### src/rtl/demux4_pkg.sv
// Shared constants and types for the 4-way dispatch demultiplexer.
package demux4_pkg;

  localparam int unsigned NUM_CHAN   = 4;
  localparam int unsigned FIFO_DEPTH = 2;
  localparam int unsigned PTR_W      = $clog2(FIFO_DEPTH);
  localparam int unsigned CNT_W      = $clog2(FIFO_DEPTH + 1);

  typedef logic [1:0] chan_sel_t;

endpackage

### src/rtl/demux_chan_fifo.sv
// Per-channel FIFO of FIFO_DEPTH words.
// The head is forced to zero while the FIFO is empty.
module demux_chan_fifo
  import demux4_pkg::*;
#(
  parameter int WIDTH = 32
) (
  input  logic             clk,
  input  logic             rst_n,
  input  logic             push,
  input  logic             pop,
  input  logic [WIDTH-1:0] wdata,
  output logic             full,
  output logic             empty,
  output logic [WIDTH-1:0] head
);

  logic [WIDTH-1:0] r_mem [FIFO_DEPTH];
  logic [PTR_W-1:0] r_rd_ptr;
  logic [PTR_W-1:0] r_wr_ptr;
  logic [CNT_W-1:0] r_count;
  logic             w_push;
  logic             w_pop;

  assign full   = (r_count == CNT_W'(FIFO_DEPTH));
  assign empty  = (r_count == '0);
  assign w_push = push && !full;
  // A pop on an empty FIFO is dropped, so push+pop at count 0 just pushes.
  assign w_pop  = pop && !empty;
  assign head   = empty ? '0 : r_mem[r_rd_ptr];

  always_ff @(posedge clk or negedge rst_n) begin
    if (!rst_n) begin
      r_rd_ptr <= '0;
      r_wr_ptr <= '0;
      r_count  <= '0;
      for (int unsigned i = 0; i < FIFO_DEPTH; i++) r_mem[i] <= '0;
    end else begin
      if (w_push) begin
        r_mem[r_wr_ptr] <= wdata;
        r_wr_ptr        <= r_wr_ptr + PTR_W'(1);
      end
      if (w_pop) r_rd_ptr <= r_rd_ptr + PTR_W'(1);
      case ({w_push, w_pop})
        2'b10:   r_count <= r_count + CNT_W'(1);
        2'b01:   r_count <= r_count - CNT_W'(1);
        default: r_count <= r_count;
      endcase
    end
  end

endmodule

### src/rtl/demux4_dispatch.sv
// One-input, four-output dispatcher with a 2-entry FIFO per channel.
// Define DEMUX4_DISPATCH_COUNT_EN to add the per-channel delivered_cnt counters.
module demux4_dispatch
  import demux4_pkg::*;
#(
  parameter int WIDTH = 32
) (
  input  logic                clk,
  input  logic                rst_n,
  input  logic                in_valid,
  output logic                in_ready,
  input  logic [1:0]          in_sel,
  input  logic [WIDTH-1:0]    in_data,
  output logic [NUM_CHAN-1:0] out_valid,
  input  logic [NUM_CHAN-1:0] out_ready,
  output logic [WIDTH-1:0]    out_data0,
  output logic [WIDTH-1:0]    out_data1,
  output logic [WIDTH-1:0]    out_data2,
  output logic [WIDTH-1:0]    out_data3,
  output logic                idle
`ifdef DEMUX4_DISPATCH_COUNT_EN
  ,
  output logic [31:0]         delivered_cnt
`endif
);

  logic [NUM_CHAN-1:0] w_full;
  logic [NUM_CHAN-1:0] w_empty;
  logic [WIDTH-1:0]    w_head [NUM_CHAN];

  for (genvar k = 0; k < NUM_CHAN; k++) begin : g_chan
    demux_chan_fifo #(.WIDTH(WIDTH)) u_fifo (
      .clk   (clk),
      .rst_n (rst_n),
      .push  (in_valid && (in_sel == chan_sel_t'(k))),
      .pop   (out_ready[k]),
      .wdata (in_data),
      .full  (w_full[k]),
      .empty (w_empty[k]),
      .head  (w_head[k])
    );
  end

  // Depends only on FIFO state and in_sel, never on out_ready.
  assign in_ready  = !w_full[in_sel];
  assign out_valid = ~w_empty;
  assign idle      = &w_empty;
  assign out_data0 = w_head[0];
  assign out_data1 = w_head[1];
  assign out_data2 = w_head[2];
  assign out_data3 = w_head[3];

`ifdef DEMUX4_DISPATCH_COUNT_EN
  logic [7:0]          r_dcnt [NUM_CHAN];
  logic [NUM_CHAN-1:0] w_pop;

  assign w_pop = out_valid & out_ready;

  always_ff @(posedge clk or negedge rst_n) begin
    if (!rst_n) begin
      for (int unsigned i = 0; i < NUM_CHAN; i++) r_dcnt[i] <= '0;
    end else begin
      for (int unsigned i = 0; i < NUM_CHAN; i++)
        if (w_pop[i]) r_dcnt[i] <= r_dcnt[i] + 8'd1;
    end
  end

  assign delivered_cnt = {r_dcnt[3], r_dcnt[2], r_dcnt[1], r_dcnt[0]};
`endif

endmodule

### config.mk
export PLATFORM = sky130hd
export DESIGN_NAME = demux4_dispatch
export DESIGN_NICKNAME = d
export VERILOG_FILES = /design/src/rtl/demux4_pkg.sv /design/src/rtl/demux_chan_fifo.sv /design/src/rtl/demux4_dispatch.sv
export SDC_FILE = /design/constraint.sdc
export NUM_CORES = 1
export LEC_CHECK = 0
export CORE_MARGIN = 4
export CORE_UTILIZATION = 51
export CTS_CLUSTER_SIZE = 30
export DETAILED_ROUTE_END_ITERATION = 16
export PLACE_DENSITY = 0.85
export SLEW_MARGIN = 40
export SYNTH_ARGS = -nofsm -noshare
export SYNTH_HDL_FRONTEND = slang
export SYNTH_HIERARCHICAL = 1
export SYNTH_SLANG_ARGS = --single-unit
export TNS_END_PERCENT = 100
### constraint.sdc
create_clock -name clk -period 2.23 [get_ports clk]
set_input_delay 0.446 -clock clk [delete_from_list [all_inputs] [get_ports clk]]
set_output_delay 0.446 -clock clk [all_outputs]
set_load 0.005 [all_outputs]
# After elaboration in Yosys (flattened, before gate mapping)
# Cells that the tools add are included.
[totals] reg_bits=272 latchBits=0 ramBits=0 mem_bits_ro=0 elab_cells=142 n_memories=0
[classes] addsub=16 mul=0 div_mod_pow=0 magnitude_cmp=13 n_eq_ne=15 n_shift=0 muxes=34 bitwise=9 n_reduce_logical=35
[op_table] cell="$mux 32" count=20
[op_table] cell="$bwmux 64" count=4
[op_table] cell="$demux 32 s1" count=4
[op_table] cell="$eq 2x2->1 const B" count=10
[op_table] cell="$ge 2x2->1 const B" count=8
[op_table] cell="$logic_and 1x1->1" count=16
[op_table] cell="$not 1->2" count=8
[op_table] cell="$pmux 2 s2" count=4
[op_table] cell="$eq 2x1->1 const B" count=5
[op_table] cell="$logic_not 2->1" count=5
[op_table] cell="$logic_not 1->1" count=9
[op_table] cell="$add 1x1->1 const B" count=8
[op_table] cell="$add 2x1->2 const B" count=4
[op_table] cell="$lt 2x1->1 const B" count=4
[op_table] cell="$reduce_bool 2->1" count=4
[op_table] cell="$sub 2x1->2 const B" count=4
[op_table] cell="$not 4->4" count=1
[op_table] cell="$reduce_and 4->1" count=1
[op_table] cell="$lt 2x3->1 const B" count=1
[op_table] cell="$bmux 1 s2" count=1
[op_table] cell="$mux 1" count=1

# Depth between registers and ports, before layout
# Gate-level depths: netlist of the first run.
[logic_depth] ltp_word=6 depth_mapped=7

# By module
# The synthesis of the first run kept the hierarchy.
[modules_own_cells] module="demux_chan_fifo" n_inst=4 cells_per_inst=224 area_each_um2=3070.4 seq_area_each_um2=1701.6
[modules_own_cells] module="demux4_dispatch" n_inst=1 cells_per_inst=12 area_each_um2=80.1 seq_area_each_um2=0.0

# Worst setup path before layout of the first run
# Ideal clock, no wire load.
[synth_path] path_type="reg-to-output" start="register g_chan[2].u_fifo.r_count[1]" end="output port idle" arrival_time_ns=1.423 required_ns=1.784 slack_ns=0.361 stages_incl_launch_ff=5 path_buffers=1 cell_sequence="dfrtp_1 > nor2_1 > clkbuf_1 > inv_1 > nor4_1"
[synth_between] elab_chain_cells=2
[synth_lines] element="from (decl)" line="demux_chan_fifo.sv:21" text="logic [CNT_W-1:0] r_count;"
[synth_lines] element="from (signal assigned)" line="demux_chan_fifo.sv:45" text="2'b10: r_count <= r_count + CNT_W'(1);"
[synth_lines] element="from (signal assigned)" line="demux_chan_fifo.sv:46" text="2'b01: r_count <= r_count - CNT_W'(1);"
[synth_lines] element="from (signal assigned)" line="demux_chan_fifo.sv:47" text="default: r_count <= r_count;"
[synth_lines] element="$logic_not 2->1" line="demux_chan_fifo.sv:26" text="assign empty = (r_count == '0);"
[synth_lines] element="via w_empty[2]" line="demux4_dispatch.sv:28" text="logic [NUM_CHAN-1:0] w_empty;"
[synth_lines] element="$reduce_and 4->1" line="demux4_dispatch.sv:47" text="assign idle = &w_empty;"
[synth_lines] element="to (decl)" line="demux4_dispatch.sv:20" text="output logic idle"
# The timed path passes the listed nets, and every way through them passes these cells.

# Worst setup path after layout of the first run
[layout_path] start="register g_chan[0].u_fifo.r_rd_ptr" end="output port out_data0[8]"
[layout_between] elab_chain_cells=5
[layout_lines] element="from (decl)" line="demux_chan_fifo.sv:19" text="logic [PTR_W-1:0] r_rd_ptr;"
[layout_lines] element="from (signal assigned)" line="demux_chan_fifo.sv:43" text="if (w_pop) r_rd_ptr <= r_rd_ptr + PTR_W'(1);"
[layout_lines] element="$not 1->2 (not written as such)" line="demux_chan_fifo.sv:30" text="assign head = empty ? '0 : r_mem[r_rd_ptr];"
[layout_lines] element="$mux 32 (not written as such) (3 in a row)" line="demux_chan_fifo.sv:30"
[layout_lines] element="$mux 32" line="demux_chan_fifo.sv:30"
[layout_lines] element="to (decl)" line="demux4_dispatch.sv:16" text="output logic [WIDTH-1:0] out_data0,"
# No other way between the ends. The select of a mux whose other input is x is not followed.

==> results of run 1 <==
power by group:
group | internal [mW] | switching [mW]
sequential | 7.43 | 1.60
clock | 2.96 | 1.98
combinational | 7.47 | 6.09
total | 17.9 | 9.67
layout make-up:
cell class | instances | area (sq um)
Fill cell | 1562 | 7050
Clock inverter | 12 | 155
Clock buffer | 40 | 836
Inverter | 9 | 41.3
Timing Repair Buffer | 311 | 2930
Sequential cell | 272 | 6820
Multi-Input combinational cell | 571 | 5450
Tap cell | 319 | 399
layer usage:
metal  wire length (um)  vias to the layer above  track usage, %
met5                  0                        -               0
met4                966                        0            6.40
li1                   -                     3716               -
met2              17900                      296            41.1
met1              14700                     4455            33.3
met3               2060                       76            3.21
worst max-delay path: cells and delay by family (launching register included):
kind | cells | cell delay [ns]
simple gates | 1 | 0.11
buf+inv | 2 | 0.48
flops | 1 | 0.51
mux | 1 | 0.26
worst paths after layout:
kind / slack [ns] / endpoint / startpoint / cells past startpoint
setup / recovery: -0.11 / out_data0[8] / g_chan[0].u_fifo/r_rd_ptr / 4
hold / removal: 0.43 / g_chan[3].u_fifo/r_count[0] / rst_n / 2
setup reg to reg: 0.24 / g_chan[2].u_fifo/r_count[1] / g_chan[2].u_fifo/r_count[0] / 9
hold reg to reg: 0.49 / g_chan[3].u_fifo/r_mem[35] / g_chan[3].u_fifo/r_mem[35] / 1
max in group asynchronous: 1.03 / g_chan[2].u_fifo/r_mem[39] / rst_n / 3
min in group clk: 0.49 / g_chan[3].u_fifo/r_mem[35] / g_chan[3].u_fifo/r_mem[35] / 1
flip-flops by register name, summed over array words and instances (netlist names):
name	cells
g_chan.u_fifo/r_wr_ptr	4
g_chan.u_fifo/r_rd_ptr	4
g_chan.u_fifo/r_count	8
g_chan.u_fifo/r_mem	256
per-stage QoR:
| step | std cells | hold WS (ns) |
|---|---|---|
| after global placement | 1396 | 0.410 |
| after CTS | 1490 | 0.434 |
| final | 1534 | 0.430 |
| after detailed placement | 1396 | 0.409 |
| after global routing | 1534 | 0.455 |
| after floorplan | 908 | 0.150 |
timing repair:
action | CTS | global route
buffers inserted | 37 | 42
pin swaps | 28 | 21
gates resized for setup | 324 | 247
gates cloned | 4 | 9
hold buffers | 1 | 0
endpoints found under the hold margin | 47 | 0
setup endpoints to repair | 133 | 132
placed cells by master, fill, tap and decap left out, types with 9 or more instances in the layout:
cell,instances
dfrtp_1,264
mux2_2,236
mux2i_1,110
nor2_1,91
clkbuf_2,88
buf_4,54
clkdlybuf4s50_1,39
nor2_2,38
clkbuf_16,36
buf_6,32
buf_12,32
buf_2,31
mux2_1,20
mux2i_2,12
xnor2_1,12
buf_8,11
clkbuf_8,9
cell families (layout without fill, tap and decap cells):
kind of cell,Yosys count,after routing
fa+ha+maj,4,4
flops,272,272
xor+xnor,20,20
mux,385,385
buf+inv,65,372
simple gates,162,162
==> reports/summary.txt, run 1 <==
syn nets = 953
PnR worst setup slack = -0.113 ns
n_diodes = 0
Final Max Slew Viols = 0
Synth area leaders = dfrtp_1 (55%), mux2_2 (21%), mux2i_1 (10%), nor2_1 (4.2%), mux2_1 (1.8%)
Critical Path RT = 1.78 ns
Core Util, Final = 70.2%
Final Skew = 0.0144 ns
post-synthesis cell count = 908
Worst-Margin Slew = 0.469 ns
vias in the first global route = 8,971
# IOs = 175
crit path cell chain = buf_12 -> mux2i_2 -> nor2_1 -> dlygate4sd2_1
row cnt = 56
failing checks = negative setup slack
port bufs = 174
post-route cell area = 16,600 sq um
minimum clock period = 2.34 ns
CTS tree = built
first-pass GRT wire length = 50.7 mm
Data arrival, critical path = 1.90 ns
Main synth FF type = dfrtp_1
Tot GR Track Use = 24.3%
count leader, synth = dfrtp_1
total congestion overflow = 0
height of the die = 164 um
average wire per standard cell = 23.2 um
Async S/R FF share, synth = 100%
max-cap viol count = 0
Power, Total = 27.5 mW
clock sink total = 272
Detailed Routing Iterations Pass 1 = 5
Final HPWL DP = 20.7 mm
Final Hold Fails = 0
Yosys Warn Count = 6
Initial Util = 52.2%
synthesized cell area = 12,400 sq um
GPL Wtd Cong = 0.792
Syn Area/Cell = 13.6 sq um
largest net degree at the start of global routing = 58
largest stage delay on the critical path = 0.51 ns
Pwr Density = 1660 nW/um^2
initial DRC count = 619
area post-placement = 14,800 sq um
CP Capture Type = output pin
H-tree depth = 1
status = finished, violations left
multiplexer area fraction after synthesis = 33.9%
Commonest cells post-synth = dfrtp_1 (272), mux2_2 (236), nor2_1 (137), mux2i_1 (128), mux2_1 (20)
area leader, netlist = dfrtp_1
via count = 8,543
share of the synthesized area in the top cell type = 55.1%
Routed WL = 35.6 mm
Area Overhead vs Synth = 34.6%
Slowest-stage cell, CP = dfrtp_2
DIE WIDTH = 164 um
cell leakage power = 7.75 nW
Seq/Total Area, Yosys = 55.1%
FF+latch count, synth = 272
post-placement setup slack = -0.220 ns
synthesized-area fraction occupied by adder cells = 0.405%
CTS buffer count = 28
Final ANT Viol Nets = 0
core area = 23,700 sq um
Tightest Hold Check Type = in2async
Post-synth EDFFs = 0
largest family of logic cells by synthesized area = multiplexers
final setup violation count = 37
initial antenna violation count = 0
startpoint types = flip-flop
Root Buffer = clkbuf_16
Synth cell types = 25
relative slew slack = 68.8%
setup_tns = -1.24 ns
worst skew pair latency = 0.55 ns
fraction of layout cells with a size suffix above 1 = 52.4%
DIE AREA = 26,800 sq um
DRC Markers = 0
Fmax achieved = 427 MHz
critical path class = reg2out
clock buffer depth = 3
worst-path fanout max = 9
final period utilization = 105%
compound-gate portion of the synthesized area = 0%
Peak VDD IR = 1.17 mV
Synth Area in Simple Gates = 6.02%
mean number of vias per cell = 5.57
RSZ-0062 raised after global routing = yes
XOR/XNOR Fraction of Synth Area = 1.42%
final net count = 1,238
Clock Pin Slew Worst Setup and Hold Paths = 0.07 ns
Note: power is estimated with default switching activity, not from simulation.
==> run 2: changes to the inputs <==
- CORE_MARGIN: 4 -> unset
- TNS_END_PERCENT: 100 -> 30
==> run 2 against run 1 <==
  * The flow still finishes with violations (negative setup slack)
  * Via count fell by 5.2%
  * Die area fell by 7.2%
  * Design area fell by 2.4%
  * Maximum frequency fell by 3.7%
  * Worst hold slack got worse by 0.00063 ns
  * Utilization fell by 1.5 points
  * Total power fell by 6.2%
  * First-iteration DRC count fell by 41%
  * Combinational power fell by 11%
  * Critical path type unchanged
==> reports/summary.txt, run 2 (synthesis results as in run 1) <==
DIE AREA = 24,900 sq um
worst-path fanout max = 14
area post-placement = 14,800 sq um
average wire per standard cell = 21.0 um
largest net degree at the start of global routing = 57
max-cap viol count = 0
top flop regs = g_chan.u_fifo/r_mem x256, g_chan.u_fifo/r_count x8
Final Hold Fails = 0
Critical Path RT = 1.78 ns
Reg with most FFs = g_chan.u_fifo/r_mem
WL met3 = 1.31 mm
final period utilization = 109%
status = finished, violations left
via count = 8,100
Pwr Density = 1590 nW/um^2
final net count = 1,191
fraction of layout cells with a size suffix above 1 = 39.7%
Worst-Margin Slew = 0.445 ns
Final ANT Viol Nets = 0
Data arrival, critical path = 1.99 ns
port bufs = 174
DRC Markers = 0
mean number of vias per cell = 5.46
initial antenna violation count = 0
Initial Util = 52.4%
FF-to-FF Start = g_chan[1].u_fifo/r_count[0]
Clock Pin Slew Worst Setup and Hold Paths = 0.06 ns
Placed Cells = 1,393
failing checks = negative setup slack
FF-to-FF End = g_chan[1].u_fifo/r_count[1]
final setup violation count = 19
minimum clock period = 2.43 ns
startpoint types = flip-flop
Peak VDD IR = 0.949 mV
vias in the first global route = 8,651
CP Capture Type = output pin
Tot GR Track Use = 25.4%
CTS tree = built
core area = 23,600 sq um
RSZ-0062 raised after global routing = yes
# IOs = 175
initial DRC count = 363
Final HPWL DP = 19.6 mm
Fmax achieved = 411 MHz
PnR worst setup slack = -0.203 ns
DIE WIDTH = 158 um
Final Max Slew Viols = 0
clock buffer depth = 3
Area Overhead vs Synth = 31.4%
height of the die = 158 um
WL met1 = 14.0 mm
max FFs per register = 256
Reg2Reg Setup Slack = 0.11 ns
first-pass GRT wire length = 47.8 mm
clock sink total = 272
most frequent cells in the layout = dfrtp_1 (264), mux2_2 (236), mux2i_1 (124)
n_diodes = 0
Detailed Routing Iterations Pass 1 = 4
H-tree depth = 1
fin cells = 1,484
Met2 Wirelength = 15.0 mm
Tightest Hold Check Type = in2async
Final Skew = 0.0127 ns
Root Buffer = clkbuf_16
post-route cell area = 16,200 sq um
CTS buffer count = 28
Reg2Reg Depth = 11
row cnt = 56
cell leakage power = 7.74 nW
Routed WL = 31.2 mm
Power, Total = 25.8 mW
worst skew pair latency = 0.53 ns
total congestion overflow = 0
setup_tns = -1.84 ns
critical path class = reg2out
GPL Wtd Cong = 0.807
relative slew slack = 70.3%
DR top layer = met4
most common cell after layout, fill and taps aside = dfrtp_1
[run 2: where the power goes]
group          leakage [nW]  internal (mW)  switching, mW
logic                  3.99           6.85           5.27
clock network         0.476           2.96           1.88
registers              3.27           7.43           1.45
[run 2: timing repair]
item,CTS,global route
setup buffers,19,20
hold buffers,1,0
cloned,2,1
hold endpoints to repair,47,0
resized for setup,198,133
setup endpoints to repair,130,131
pin swaps,16,17
[run 2: routing by layer]
metal	up-vias	GRT usage [%]
met2	214	41.2
met3	55	2.68
met4	0	8.18
li1	3607	-
met1	4224	35.7
met5	-	0
[run 2: area by class of cell]
class,instances,area (sq um)
fill,1617,7370
sequential,272,6820
multi-input combinational,571,5270
timing repair buffer,264,2760
clock buffer,38,800
tap,319,399
clock inverter,11,159
inverter,9,36.3
[run 2: critical path, cell delays in order (launching register included)]
cell	delay (ns)
dfrtp_2	0.38
buf_6	0.23
mux2i_2	0.32
nor2_4	0.07
clkdlybuf4s50_1	0.45
[run 2: worst max-delay path by stage]
stage / startpoint / endpoint / depth (start not counted)
floorplan: g_chan[2].u_fifo/r_count[1] / idle / 4
global placement: in_sel[0] / in_ready / 4
detailed placement: in_sel[0] / in_ready / 4
CTS: g_chan[2].u_fifo/r_rd_ptr / out_data2[21] / 4
global route: g_chan[0].u_fifo/r_rd_ptr / out_data0[11] / 4
finish: g_chan[0].u_fifo/r_rd_ptr / out_data0[11] / 4
[run 2: through the flow]
step                      hold slack [ns]  worst slack (ns)  util [%]
after floorplan                     0.150             0.361         -
after global placement              0.400            -0.230      62.6
after detailed placement            0.404            -0.215      62.6
after CTS                           0.444            -0.227      67.9
after global routing                0.475            -0.245      68.8
final                               0.429            -0.203      68.8
==> run 3: changes to the inputs <==
--- a/config.mk
+++ b/config.mk
@@ -11,2 +11,3 @@
 export PLACE_DENSITY = 0.85
+export SKIP_CTS_REPAIR_TIMING = 1
 export SLEW_MARGIN = 40
==> constraint.sdc (replaced) <==
create_clock -name clk -period 2.23 [get_ports clk]
set_input_delay 0.669 -clock clk [delete_from_list [all_inputs] [get_ports clk]]
set_output_delay 0.669 -clock clk [all_outputs]
set_load 0.005 [all_outputs]
==> run 3 against run 2 <==
  * The flow still finishes with violations (negative setup slack)
  * Sequential share of layout area shrank 1.2 points
  * Cell count is 3.2% higher
  * Utilization rose by 2.0 points
  * Critical path depth grew 3
  * Register-to-register slack improved by 0.15 ns
  * Worst hold slack got worse by 0.36 ns
  * Routed wire length is 15% higher
==> reports/summary.txt, run 3 (synthesis results as in run 1) <==
Final Max Slew Viols = 0
Crit. Startpoint = g_chan[0].u_fifo/r_count[0]
Routed WL = 35.7 mm
clock buffer depth = 3
first-pass GRT wire length = 47.2 mm
Clock Pin Slew Worst Setup and Hold Paths = 0.06 ns
Core Util, Final = 70.8%
most frequent cells in the layout = dfrtp_1 (266), mux2_2 (236), mux2i_1 (107)
core area = 23,600 sq um
DIE AREA = 24,900 sq um
FF-to-FF Start = g_chan[0].u_fifo/r_count[0]
Sequential Area = 6810 sq um
Gate power share = 51.1%
row cnt = 56
final net count = 1,238
initial DRC count = 473
DIE WIDTH = 158 um
clock power share = 16.0%
Data arrival, critical path = 1.86 ns
minimum clock period = 2.52 ns
final-layout fill cell count = 1,504
H-tree depth = 1
Detailed Routing Iterations Pass 1 = 5
max FFs per register = 256
clock sink total = 272
area of the multi-input gates = 5640 sq um
PnR worst setup slack = -0.295 ns
# IOs = 175
top flop regs = g_chan.u_fifo/r_mem x256, g_chan.u_fifo/r_count x8
RSZ-0062 raised after global routing = yes
relative slew slack = 61.3%
FF-to-FF End = g_chan[0].u_fifo/r_count[1]
initial antenna violation count = 0
fraction of layout cells with a size suffix above 1 = 54.5%
startpoint types = flip-flop
GPL Wtd Cong = 0.799
CP Capture Type = output pin
max-cap viol count = 0
most common cell after layout, fill and taps aside = dfrtp_1
Reg2Reg Setup Slack = 0.26 ns
crit path to = out_data0[10]
CTS buffer count = 27
status = finished, violations left
largest net degree at the start of global routing = 65
Final Skew = 0.0129 ns
Tightest Hold Check Type = in2async
Fmax achieved = 396 MHz
Critical Path RT = 1.56 ns
Root Buffer = clkbuf_16
Final HPWL DP = 20.0 mm
Initial Util = 52.4%
P_sw = 9.94 mW
Tot GR Track Use = 25.0%
Final Hold Fails = 0
via count = 8,459
vias in the first global route = 8,506
cell leakage power = 7.71 nW
Placed Cells = 1,413
critical path class = reg2out
failing checks = negative setup slack
final period utilization = 113%
DRC Markers = 0
port bufs = 174
mean number of vias per cell = 5.53
Power Internal = 17.7 mW
setup_tns = -23.75 ns
Area Overhead vs Synth = 35.1%
fin cells = 1,531
n_diodes = 0
sw frac = 36.0%
Final ANT Viol Nets = 0
Flop pwr share = 32.9%
worst-path fanout max = 5
Peak VDD IR = 1.06 mV
height of the die = 158 um
Reg2Reg Depth = 8
Reg with most FFs = g_chan.u_fifo/r_mem
post-placement setup slack = -0.672 ns
CTS tree = built
average wire per standard cell = 23.3 um
final setup violation count = 134
Worst-Margin Slew = 0.581 ns
total congestion overflow = 0
Pwr Density = 1650 nW/um^2
worst skew pair latency = 0.53 ns
run 3: cell count changes in the layout (fill, tap and decap cells not counted), moves of 21 or more:
cell / previous run / this run
dlygate4sd2_1: 34 / 0
clkbuf_2: 30 / 105
clkdlybuf4s15_1: 33 / 0
nor2_4: 6 / 29
buf_4: 40 / 61
nor2_1: 115 / 76
run 3: layer usage:
metal  track usage [%]  wire length (um)  vias up
li1                  -                 -     3704
met1              34.4             15300     4418
met2              41.6             17600      280
met3              3.64              1900       57
met4              6.38               961        0
met5                 0                 0        -
run 3: power by group through the flow:
stage          registers, mW  logic (mW)  clock network, mW
2_1_floorplan           8.41        6.12                  0
3_3_place_gp            8.68        11.9                  0
3_5_place_dp            8.89        12.2                  0
4_1_cts                 8.84        12.3               4.43
5_1_grt                 9.36        14.9               4.68
6_report                9.07        14.1               4.42
run 3: through the flow:
step	hold WS [ns]	instance area [sq um]	total power [mW]
global placement	0.466	15000	20.6
detailed placement	0.476	15000	21.0
global route	0.114	16700	28.9
floorplan	0.373	12400	14.5
CTS	0.0909	15900	25.6
finish	0.0709	16700	27.6
run 3: how the worst min path moves through the flow:
| stage | slack, ns | depth (start not counted) | end | start |
|---|---|---|---|---|
| detailed placement | 0.48 | 1 | g_chan[0].u_fifo/r_mem[60] | g_chan[0].u_fifo/r_mem[60] |
| CTS | 0.09 | 1 | g_chan[3].u_fifo/r_mem[22] | rst_n |
| floorplan | 0.37 | 0 | g_chan[0].u_fifo/r_count[0] | rst_n |
| global placement | 0.47 | 1 | g_chan[2].u_fifo/r_mem[34] | g_chan[2].u_fifo/r_mem[34] |
| global route | 0.11 | 1 | g_chan[3].u_fifo/r_mem[22] | rst_n |
| finish | 0.07 | 1 | g_chan[3].u_fifo/r_mem[22] | rst_n |
run 3: area by class of cell:
cell class | instances | share of cell area, %
multi-input combinational | 571 | 33.8
timing repair buffer | 312 | 17.7
sequential | 272 | 40.8
tap | 319 | 2.39
clock buffer | 41 | 4.90
inverter | 9 | 0.217
clock inverter | 7 | 0.232
run 3: worst max-delay path, stage by stage (launching register included):
cell	delay (ns)
dfrtp_1	0.39
buf_6	0.13
nor2_4	0.25
buf_12	0.16
buf_4	0.11
buf_6	0.10
nor2_2	0.04
buf_2	0.14
